$ cat src/rtl/spi_tx_arbiter.sv
// Round-robin arbiter sharing one SPI master transmitter between NUM_REQ requesters.
// Sequences start/busy handshake, detects start timeouts and enforces an idle CS gap.
module spi_tx_arbiter #(
   parameter int NUM_REQ     = 4,
   parameter int DATA_W      = 16,
   parameter int GAP_CYCLES  = 4,
   parameter int ACK_TIMEOUT = 8
) (
   input  logic                      clk,
   input  logic                      reset,
   input  logic [NUM_REQ-1:0]        req,
   input  logic [NUM_REQ*DATA_W-1:0] req_data,
   output logic [NUM_REQ-1:0]        gnt,
   output logic [NUM_REQ-1:0]        ack,
   output logic [NUM_REQ-1:0]        err,
   output logic                      mst_start,
   output logic [DATA_W-1:0]         mst_data,
   input  logic                      mst_busy,
   output logic                      arb_busy
);

   localparam int PW   = (NUM_REQ > 1) ? $clog2(NUM_REQ) : 1;
   localparam int CMAX = (ACK_TIMEOUT > GAP_CYCLES) ? ACK_TIMEOUT : GAP_CYCLES;
   localparam int CW   = $clog2(CMAX + 1);

   typedef enum logic [2:0] {
      IDLE,
      START,
      WAIT_BUSY,
      BUSY,
      GAP
   } state_t;

   state_t              state, state_n;
   logic [PW-1:0]       ptr, ptr_n;
   logic [CW-1:0]       cnt, cnt_n;
   logic [NUM_REQ-1:0]  gnt_n, ack_n, err_n;
   logic                start_n, arb_busy_n;
   logic [DATA_W-1:0]   data_n;
   logic [PW-1:0]       idx, win;
   logic                found;

   always_ff @(posedge clk or posedge reset) begin
      if (reset) begin
         state     <= IDLE;
         ptr       <= PW'(NUM_REQ - 1);
         cnt       <= '0;
         gnt       <= '0;
         ack       <= '0;
         err       <= '0;
         mst_start <= 1'b0;
         mst_data  <= '0;
         arb_busy  <= 1'b0;
      end else begin
         state     <= state_n;
         ptr       <= ptr_n;
         cnt       <= cnt_n;
         gnt       <= gnt_n;
         ack       <= ack_n;
         err       <= err_n;
         mst_start <= start_n;
         mst_data  <= data_n;
         arb_busy  <= arb_busy_n;
      end
   end

   // Rotating search: the requester just served is examined last.
   always_comb begin
      found = 1'b0;
      win   = '0;
      idx   = '0;
      for (int k = 1; k <= NUM_REQ; k++) begin
         idx = PW'((int'(ptr) + k) % NUM_REQ);
         if (!found && req[idx]) begin
            found = 1'b1;
            win   = idx;
         end
      end
   end

   always_comb begin
      state_n = state;
      ptr_n   = ptr;
      cnt_n   = cnt;
      gnt_n   = gnt;
      ack_n   = '0;
      err_n   = '0;
      start_n = 1'b0;
      data_n  = mst_data;
      unique case (state)
         IDLE: begin
            gnt_n = '0;
            if (found) begin
               gnt_n[win] = 1'b1;
               data_n     = req_data[int'(win)*DATA_W +: DATA_W];
               ptr_n      = win;
               state_n    = START;
            end
         end
         START: begin
            start_n = 1'b1;
            cnt_n   = '0;
            state_n = WAIT_BUSY;
         end
         WAIT_BUSY: begin
            if (mst_busy) begin
               state_n = BUSY;
            end else if (int'(cnt) == ACK_TIMEOUT - 1) begin
               err_n   = gnt;
               cnt_n   = '0;
               state_n = (GAP_CYCLES == 0) ? IDLE : GAP;
            end else begin
               cnt_n = cnt + CW'(1);
            end
         end
         BUSY: begin
            if (!mst_busy) begin
               ack_n   = gnt;
               cnt_n   = '0;
               state_n = (GAP_CYCLES == 0) ? IDLE : GAP;
            end
         end
         GAP: begin
            // gnt stays up through the ack/err cycle, which is the first gap cycle
            gnt_n = '0;
            if (int'(cnt) >= GAP_CYCLES - 1) begin
               state_n = IDLE;
            end else begin
               cnt_n = cnt + CW'(1);
            end
         end
         default: state_n = IDLE;
      endcase
      arb_busy_n = (state_n != IDLE);
   end

endmodule

$ cat config.mk
export PLATFORM = sky130hd
export DESIGN_NAME = spi_tx_arbiter
export DESIGN_NICKNAME = d
export VERILOG_FILES = /design/src/rtl/spi_tx_arbiter.sv
export SDC_FILE = /design/constraint.sdc
export NUM_CORES = 1
export LEC_CHECK = 0
export ABC_CLOCK_PERIOD_IN_PS = 3920
export BUFFER_PORTS_ARGS = -buffer_cell sky130_fd_sc_hd__buf_2
export CAP_MARGIN = 30
export CORE_MARGIN = 2
export CORE_UTILIZATION = 40
export CTS_CLUSTER_SIZE = 24
export DETAILED_ROUTE_END_ITERATION = 7
export HOLD_SLACK_MARGIN = 0.02
export PLACE_DENSITY = 0.76
export SLEW_MARGIN = 20
export SYNTH_ARGS = -nofsm -noshare
export SYNTH_HDL_FRONTEND = slang
export SYNTH_SLANG_ARGS = --single-unit
$ cat constraint.sdc
create_clock -name clk -period 3.92 [get_ports clk]
set_input_delay 0.196 -clock clk [delete_from_list [all_inputs] [get_ports clk]]
set_output_delay 0.196 -clock clk [all_outputs]
set_load 0.05 [all_outputs]
==> results of run 1 <==
==> per-stage QoR <==
step | worst slack [ns] | hold slack [ns]
after detailed placement | 1.89 | 0.339
after global routing | 1.73 | 0.172
after floorplan | 2.18 | 0.328
after CTS | 1.87 | 0.171
final | 1.86 | 0.181
after global placement | 1.95 | 0.337
==> worst max-delay path by stage <==
stage / to / slack, ns / cells after the start / from
after floorplan: cnt[3]$_DFFE_PP0P_ / 2.18 / 5 / cnt[0]$_DFFE_PP0P_
after global placement: ptr[0]$_DFFE_PP1P_ / 1.95 / 4 / state[0]$_DFF_PP0_
after detailed placement: ptr[0]$_DFFE_PP1P_ / 1.89 / 4 / state[0]$_DFF_PP0_
after CTS: ptr[0]$_DFFE_PP1P_ / 1.87 / 4 / state[0]$_DFF_PP0_
after global routing: ptr[0]$_DFFE_PP1P_ / 1.73 / 4 / state[0]$_DFF_PP0_
final: ptr[0]$_DFFE_PP1P_ / 1.86 / 4 / state[0]$_DFF_PP0_
==> worst register-to-register path, cell delays in order (launching register included) <==
cell and delay [ns]:
dfrtp_1 0.56, or2_4 0.35, a211o_1 0.58, a2111oi_4 0.34, xnor2_1 0.15
==> area by class of cell <==
class | count | area (um^2)
well taps | 72 | 90.1
multi-input cells | 178 | 1170
clock buffers | 5 | 68.8
fillers | 518 | 2610
clock inverters | 3 | 46.3
inverters | 6 | 22.5
repair buffers | 102 | 518
flip-flops and latches | 39 | 978
==> registers in the layout, indices dropped and copies added, names as in the netlist <==
register and cells:
state 3, mst_data 16, ptr 2, ack 4
gnt 4, arb_busy 1, err 4, cnt 4
mst_start 1
==> per-layer routing <==
metal / share of wire / up-vias / GRT usage
li1: - / 1087 / -
met1: 0.43 / 1056 / 0.244
met2: 0.48 / 100 / 0.321
met3: 0.083 / 6 / 0.0385
met4: 0.010 / 0 / 0.0690
met5: 0 / - / 0
==> synthesized netlist by cell type, types with 2 or more instances <==
library cell | instances | share of area
a31oi_1 | 16 | 0.044
buf_4 | 3 | 0.0098
nand3b_1 | 2 | 0.0066
a221o_1 | 2 | 0.0088
o2bb2ai_1 | 2 | 0.0077
a32oi_1 | 16 | 0.061
nor3_1 | 6 | 0.013
clkbuf_1 | 5 | 0.0082
nor3b_1 | 2 | 0.0066
and3_1 | 5 | 0.014
a311o_1 | 2 | 0.0088
inv_1 | 4 | 0.0066
a21boi_2 | 2 | 0.0098
dfstp_2 | 2 | 0.023
nor2b_1 | 4 | 0.011
dfrtp_1 | 37 | 0.40
a32o_1 | 3 | 0.013
a21oi_1 | 19 | 0.042
inv_2 | 2 | 0.0033
o21ai_1 | 2 | 0.0044
nor2_1 | 24 | 0.039
o21ai_0 | 17 | 0.037
and2_1 | 21 | 0.057
nand2_1 | 7 | 0.011
nand3_1 | 2 | 0.0044
buf_2 | 13 | 0.028
==> what timing repair did <==
action,CTS,global route
hold endpoints to repair,10,0
hold buffers,1,0
resized for setup,0,0
==> power by group through the flow <==
stage	Combinational, W	Clock [W]	Sequential, W
finish	0.00125	0.000334	0.000707
global route	0.00135	0.000362	0.000733
CTS	0.00126	0.000346	0.000706
detailed placement	0.00125	0	0.000715
global placement	0.00123	0	0.000711
floorplan	0.000688	0	0.00103
==> cells by family (layout without fill, tap and decap cells) <==
group | after synthesis | count (layout)
AOI/OAI and AO/OA | 95 | 95
xor gates and xnor gates | 1 | 1
adders and majority gates | 1 | 1
buffers and inverters | 28 | 116
DFF | 39 | 39
muxes | 1 | 1
and+or+nand+nor | 80 | 80
==> flow_summary.json, run 1 <==
{
  "root_buffer": "clkbuf_8",
  "fin_skew_ns": 0.00758,
  "yosysWarningCount": 0,
  "rsz0062_at_grt": "false",
  "p_leak_nw": 1.34,
  "whs_path_depth": 3,
  "path_cells": "or2_4 -> a211o_1 -> a2111oi_4 -> xnor2_1",
  "slew_violations": 0,
  "diodes": 0,
  "netlist-cell-type-count": 51,
  "ys_ff_latch": 39,
  "cts_sinks": 39,
  "yosysSeqAreaShare": 0.428,
  "synth-simple-area-share": 0.196,
  "fin_tns_setup_ns": 0,
  "timing.rr.start": "state[0]$_DFF_PP0_",
  "syn_nets": 317,
  "clockPowerShare": 0.146,
  "clk_pin_slew_ns": 0.08,
  "crit_family": "compound AO/OA/AOI/OAI gates",
  "first_pass_iters": 4,
  "synth-edff-count": 0,
  "start_kind": "flip-flop",
  "drive_gt1_frac": 0.369,
  "grt_overflow": 0,
  "grt_pass1_wl_um": 9590,
  "cts_tree": "done",
  "finalPower_w": 0.00230,
  "syn-cell-area_um2": 2290,
  "hold_viol": 0,
  "cts_buffer_depth": 2,
  "regToRegEndpoint": "ptr[0]$_DFFE_PP1P_",
  "initial_utilization": 0.415,
  "die_area_um2": 6340,
  "mostFrequentLayoutCell": "buf_2",
  "rows": 27,
  "hold_path.class": "in2reg",
  "dp_cells": 396,
  "grt_max_degree": 40,
  "async_flop_share": 1.00,
  "powerDensity_nw_per_um2": 793,
  "crit_required_ns": 4.13,
  "max_freq_mhz": 485,
  "nets": 404,
  "port_buffers": 100,
  "num_vias": 2249,
  "muxShareOfSynthArea": 0.00492,
  "drt_iter0_markers": 134,
  "core-area_um2": 5510,
  "numCtsBuffers": 5,
  "chipHeight_um": 79.6,
  "cts_setup_buffers": 0,
  "synth-main-ff-cell": "dfrtp_1",
  "cp_max_fo": 22,
  "dieWidth_um": 79.6,
  "gp_congestion": 0.836,
  "synthAdderAreaFrac": 0.00547,
  "grt_pass1_vias": 2115,
  "routed_wl_um": 6210,
  "switching_share": 0.503,
  "post_dp_cell_area_um2": 2770,
  "drc": 0,
  "power.internal_w": 0.00114,
  "reg2reg_slack_ns": 1.86,
  "critPathMaxStageDelay_ns": 0.58,
  "fin_cells": 405,
  "areaGrowthSynthToFinish_pct": 26.5,
  "dpl.hpwl_um": 4470,
  "postLayoutCoreUtil": 0.525,
  "worst_pin_slew_ns": 0.816,
  "reg2reg_depth": 4,
  "hold_end": "mst_data[5]$_DFFE_PP0P_",
  "synthesis.instances": 245,
  "io_pins": 101,
  "worstSetupPathType": "reg2reg",
  "worstSetupEndpointType": "flip-flop",
  "avgSynthCellArea_um2": 9.34,
  "seq_power_share": 0.308,
  "maxCapViolCount": 0,
  "critPathSlowestCell": "a211o_1",
  "p_switching_w": 0.00115,
  "clk_latency_ns": 0.29,
  "grt.total_usage": 0.191,
  "synth_top_family_by_area": "compound AO/OA/AOI/OAI gates",
  "slew_headroom": 0.456,
  "final_cell_mix": "100 x buf_2, 37 x dfrtp_1, 24 x nor2_1",
  "min_from": "req_data[5]",
  "htree_levels": 2,
  "fin_crit_sh": 0.526,
  "synth_compound_area_frac": 0.301,
  "ir_drop_mv": 0.319,
  "synthXorXnorAreaFrac": 0.00383,
  "route.detailed.wl_per_inst_um": 15.3,
  "status": "finished clean",
  "comb_power_share": 0.546,
  "finalSetupViolations": 0,
  "ant_nets": 0,
  "cp.arrival_ns": 2.27,
  "antenna_found_initial": 0,
  "vias_per_cell": 5.55,
  "period_needed_ns": 2.06,
  "fin_area_um2": 2890,
  "path_buf_inv": 0
}
Power figures use the tool's default switching activity.
==> inputs of run 2 (changes only) <==
Settings changed: ABC_CLOCK_PERIOD_IN_PS 3920 to 1700, PLACE_DENSITY 0.76 to 0.79.
Clock period 3.92 ns to 1.7 ns, I/O delays scaled along.
==> flow_summary.json, run 2 (synthesis results as in run 1) <==
{
  "period_needed_ns": 1.72,
  "gp_congestion": 0.884,
  "p_leak_nw": 1.51,
  "rows": 27,
  "fin_crit_sh": 1.01,
  "slew_violations": 0,
  "diodes": 0,
  "violations": "setup timing",
  "finalSetupViolations": 1,
  "cts_tree": "done",
  "worst_pin_slew_ns": 0.493,
  "max_freq_mhz": 580,
  "worstSetupEndpointType": "flip-flop",
  "drc": 0,
  "powerDensity_nw_per_um2": 1860,
  "finalPower_w": 0.00595,
  "cp_max_fo": 4,
  "mostFrequentLayoutCell": "buf_2",
  "start_kind": "flip-flop",
  "numCtsBuffers": 5,
  "clk_latency_ns": 0.29,
  "rsz0062_at_grt": "true",
  "grt_pass1_wl_um": 10200,
  "regMostFlops": "mst_data",
  "root_buffer": "clkbuf_8",
  "num_vias": 2442,
  "grt_pass1_vias": 2273,
  "dpl.hpwl_um": 4860,
  "drive_gt1_frac": 0.442,
  "hold_viol": 0,
  "finalWorstSetupSlack_ns": -0.0245,
  "postLayoutCoreUtil": 0.581,
  "drt_iter0_markers": 150,
  "routed_wl_um": 6740,
  "route.detailed.wl_per_inst_um": 15.5,
  "vias_per_cell": 5.60,
  "dieWidth_um": 79.6,
  "fin_skew_ns": 0.00283,
  "largest_reg_flops": 16,
  "crit_required_ns": 1.92,
  "fin_tns_setup_ns": -0.0245,
  "worstSetupPathType": "reg2reg",
  "cts_sinks": 39,
  "grt_max_degree": 40,
  "port_buffers": 100,
  "io_pins": 101,
  "chipHeight_um": 79.6,
  "core-area_um2": 5510,
  "status": "complete, but fails checks",
  "hold_path.class": "in2reg",
  "ant_nets": 0,
  "grt.total_usage": 0.206,
  "die_area_um2": 6340,
  "htree_levels": 2,
  "first_pass_iters": 4,
  "clk_pin_slew_ns": 0.08,
  "maxCapViolCount": 0,
  "initial_utilization": 0.415,
  "areaGrowthSynthToFinish_pct": 39.9,
  "ir_drop_mv": 0.968,
  "grt_overflow": 0,
  "slew_headroom": 0.671,
  "cts_buffer_depth": 2,
  "cp.arrival_ns": 1.95,
  "antenna_found_initial": 0,
  "nets": 435,
  "final_cell_mix": "100 x buf_2, 37 x dfrtp_1, 28 x buf_4"
}
==> run 2: cell types whose count changed in the layout (fill, tap and decap cells not counted), sizes merged <==
| cell | change |
|---|---|
| buf | +30 |
| clkbuf | +1 |
==> run 2: worst paths after layout <==
check                                    from                      end  slack (ns)  cells past startpoint
setup / recovery           cnt[1]$_DFFE_PP0P_       cnt[3]$_DFFE_PP0P_       -0.02                      5
hold / removal                    req_data[0]  mst_data[0]$_DFFE_PP0P_        0.06                      3
setup reg to reg           cnt[1]$_DFFE_PP0P_       cnt[3]$_DFFE_PP0P_       -0.02                      5
hold reg to reg            ptr[1]$_DFFE_PP1P_       ptr[1]$_DFFE_PP1P_        0.53                      2
max in group asynchronous               reset       ptr[1]$_DFFE_PP1P_        0.89                      4
min in group asynchronous               reset         err[0]$_DFF_PP0_        0.44                      4
==> run 2: cell type report <==
class | instances | area [um^2]
multi-input cells | 178 | 1220
clock inverters | 3 | 46.3
fillers | 504 | 2310
flip-flops and latches | 39 | 978
inverters | 6 | 22.5
repair buffers | 133 | 777
clock buffers | 5 | 68.8
well taps | 72 | 90.1
==> run 2: stage by stage <==
step	cells	area (um^2)	setup WS (ns)	hold slack [ns]
final	436	3200	-0.0245	0.0582
after global routing	436	3200	-0.0943	0.0736
after CTS	432	3130	0.00999	0.0523
after detailed placement	422	2990	-0.0480	0.234
after global placement	422	2990	0.0270	0.226
after floorplan	245	2300	0.000337	0.217
==> run 2: layer usage <==
metal	part of all wire	vias to the layer above	track usage
met5	0	-	0
met4	0.020	0	0.0897
met3	0.081	13	0.0373
met2	0.48	123	0.366
met1	0.41	1156	0.241
li1	-	1150	-
==> run 2: worst max-delay path, cell delays in order, from the launching register on <==
cell     delay, ns
dfrtp_1       0.42
ha_4          0.18
nor4_4        0.25
a21oi_2       0.13
or4_1         0.49
a21oi_1       0.17
==> run 2: report_power, final <==
part,internal (W),switching [W],leakage [nW]
combinational,0.00136,0.00225,0.979
sequential,0.00129,0.000255,0.479
clock,0.000442,0.000356,0.0548
total,0.00309,0.00286,1.51
==> run 2: what timing repair did <==
| action | CTS | global route |
|---|---|---|
| endpoints found under the hold margin | 37 | 0 |
| resized for setup | 1 | 7 |
| hold buffers | 1 | 0 |
| buffers inserted | 1 | 4 |
| pin swaps | 1 | 0 |
| endpoints found under the setup margin | 4 | 16 |
==> inputs of run 3 (changes only) <==
Settings changed: ABC_CLOCK_PERIOD_IN_PS 1700 to 1900, GPL_TIMING_DRIVEN set to 0, PLACE_DENSITY 0.79 to 0.76.
Clock period 1.7 ns to 1.9 ns, I/O delays scaled along.
==> flow_summary.json, run 3 (synthesis results as in run 1) <==
{
  "status": "finished clean",
  "io_pins": 101,
  "grt_overflow": 0,
  "die_area_um2": 6340,
  "fin_skew_ns": 0.0101,
  "whs_path_depth": 3,
  "clk_latency_ns": 0.30,
  "powerDensity_nw_per_um2": 1650,
  "regMostFlops": "mst_data",
  "start_kind": "flip-flop",
  "rsz0062_at_grt": "false",
  "nFillCells": 511,
  "drt_iter0_markers": 149,
  "cp_max_fo": 10,
  "first_pass_iters": 4,
  "core-area_um2": 5510,
  "fin_cells": 423,
  "grt_max_degree": 29,
  "chipHeight_um": 79.6,
  "initial_utilization": 0.415,
  "cts_tree": "done",
  "route.detailed.wl_per_inst_um": 15.7,
  "vias_per_cell": 5.61,
  "grt.total_usage": 0.212,
  "ir_drop_mv": 0.749,
  "maxCapViolCount": 0,
  "period_needed_ns": 1.80,
  "finalPower_w": 0.00503,
  "largest_reg_flops": 16,
  "num_vias": 2374,
  "slew_violations": 0,
  "regToRegEndpoint": "mst_data[4]$_DFFE_PP0P_",
  "max_freq_mhz": 557,
  "clk_pin_slew_ns": 0.09,
  "fin_tns_setup_ns": 0,
  "fin_crit_sh": 0.946,
  "timing.rr.start": "state[1]$_DFF_PP0_",
  "finalSetupViolations": 0,
  "dpl.hpwl_um": 4750,
  "p_leak_nw": 1.42,
  "final_cell_mix": "107 x buf_2, 37 x dfrtp_1, 24 x nor2_1",
  "crit_required_ns": 2.07,
  "mostFrequentLayoutCell": "buf_2",
  "hold_end": "mst_data[10]$_DFFE_PP0P_",
  "grt_pass1_vias": 2267,
  "areaGrowthSynthToFinish_pct": 33.7,
  "reg2reg_depth": 6,
  "hold_viol": 0,
  "dp_cells": 416,
  "worstSetupPathType": "reg2reg",
  "routed_wl_um": 6630,
  "diodes": 0,
  "rows": 27,
  "port_buffers": 98,
  "reg2reg_slack_ns": 0.10,
  "cts_sinks": 39,
  "root_buffer": "clkbuf_8",
  "antenna_found_initial": 0,
  "numCtsBuffers": 5,
  "postLayoutCoreUtil": 0.555,
  "gp_congestion": 0.905,
  "cts_buffer_depth": 2,
  "hold_ws_ns": 0.0676,
  "cp.arrival_ns": 1.97,
  "hold_path.class": "in2reg",
  "min_from": "req_data[10]",
  "drive_gt1_frac": 0.407,
  "htree_levels": 2,
  "drc": 0,
  "dieWidth_um": 79.6,
  "grt_pass1_wl_um": 10600,
  "worst_pin_slew_ns": 0.541,
  "ant_nets": 0,
  "worstSetupEndpointType": "flip-flop",
  "slew_headroom": 0.640,
  "nets": 422
}
-- run 3: cell count changes in the layout (fill, tap and decap cells not counted), sizes merged --
cell | before | now
buf | 131 | 113
clkbuf | 6 | 11
-- run 3: what timing repair did --
action	4_1_cts	5_1_grt
pin swaps	1	2
gates resized for setup	3	6
endpoints found under the setup margin	5	15
hold buffers	1	0
endpoints found under the hold margin	37	0
buffers inserted	0	2
-- run 3: through the flow --
step	instance area (um^2)	setup slack [ns]
floorplan	2290	0.160
finish	3060	0.103
global placement	2870	0.0130
global route	3060	0.00591
CTS	3030	0.00392
detailed placement	2890	0.00850
-- run 3: worst max path at each step --
stage,slack (ns),to,startpoint
after floorplan,0.16,cnt[3]$_DFFE_PP0P_,cnt[0]$_DFFE_PP0P_
after global placement,0.01,mst_data[1]$_DFFE_PP0P_,ptr[0]$_DFFE_PP1P_
after detailed placement,0.008,mst_data[5]$_DFFE_PP0P_,ptr[0]$_DFFE_PP1P_
after CTS,0.004,mst_data[5]$_DFFE_PP0P_,ptr[0]$_DFFE_PP1P_
after global routing,0.006,mst_data[6]$_DFFE_PP0P_,state[1]$_DFF_PP0_
final,0.10,mst_data[4]$_DFFE_PP0P_,state[1]$_DFF_PP0_
-- run 3: power breakdown --
group | internal [W] | total, W | switching, W
Combinational | 0.000971 | 0.00292 | 0.00195
Sequential | 0.00115 | 0.00140 | 0.000245
Clock | 0.000396 | 0.000712 | 0.000316
Total | 0.00252 | 0.00503 | 0.00251
-- run 3: final cells by class --
cell class / count / area, um^2 / share of cell area
sequential: 39 / 978 / 0.320
clock buffer: 5 / 68.8 / 0.0225
timing repair buffer: 102 / 536 / 0.175
multi-input combinational: 178 / 1210 / 0.397
inverter: 6 / 22.5 / 0.00736
buffer: 18 / 101 / 0.0331
tap: 72 / 90.1 / 0.0295
clock inverter: 3 / 46.3 / 0.0151
-- run 3: worst max-delay path: stages, from the launching register on --
cell and delay [ns]:
dfrtp_1 0.41, buf_2 0.19, or2_4 0.27, a211o_4 0.34, buf_2 0.21, a21oi_1 0.15, a31oi_1 0.10
-- run 3: routing by layer --
layer,vias up,wire length (um),track usage,part of all wire
met5,-,0,0,0
met4,0,77,0.0672,0.012
met3,11,611,0.0486,0.092
met2,133,3230,0.355,0.49
met1,1112,2710,0.272,0.41
li1,1118,-,-,-
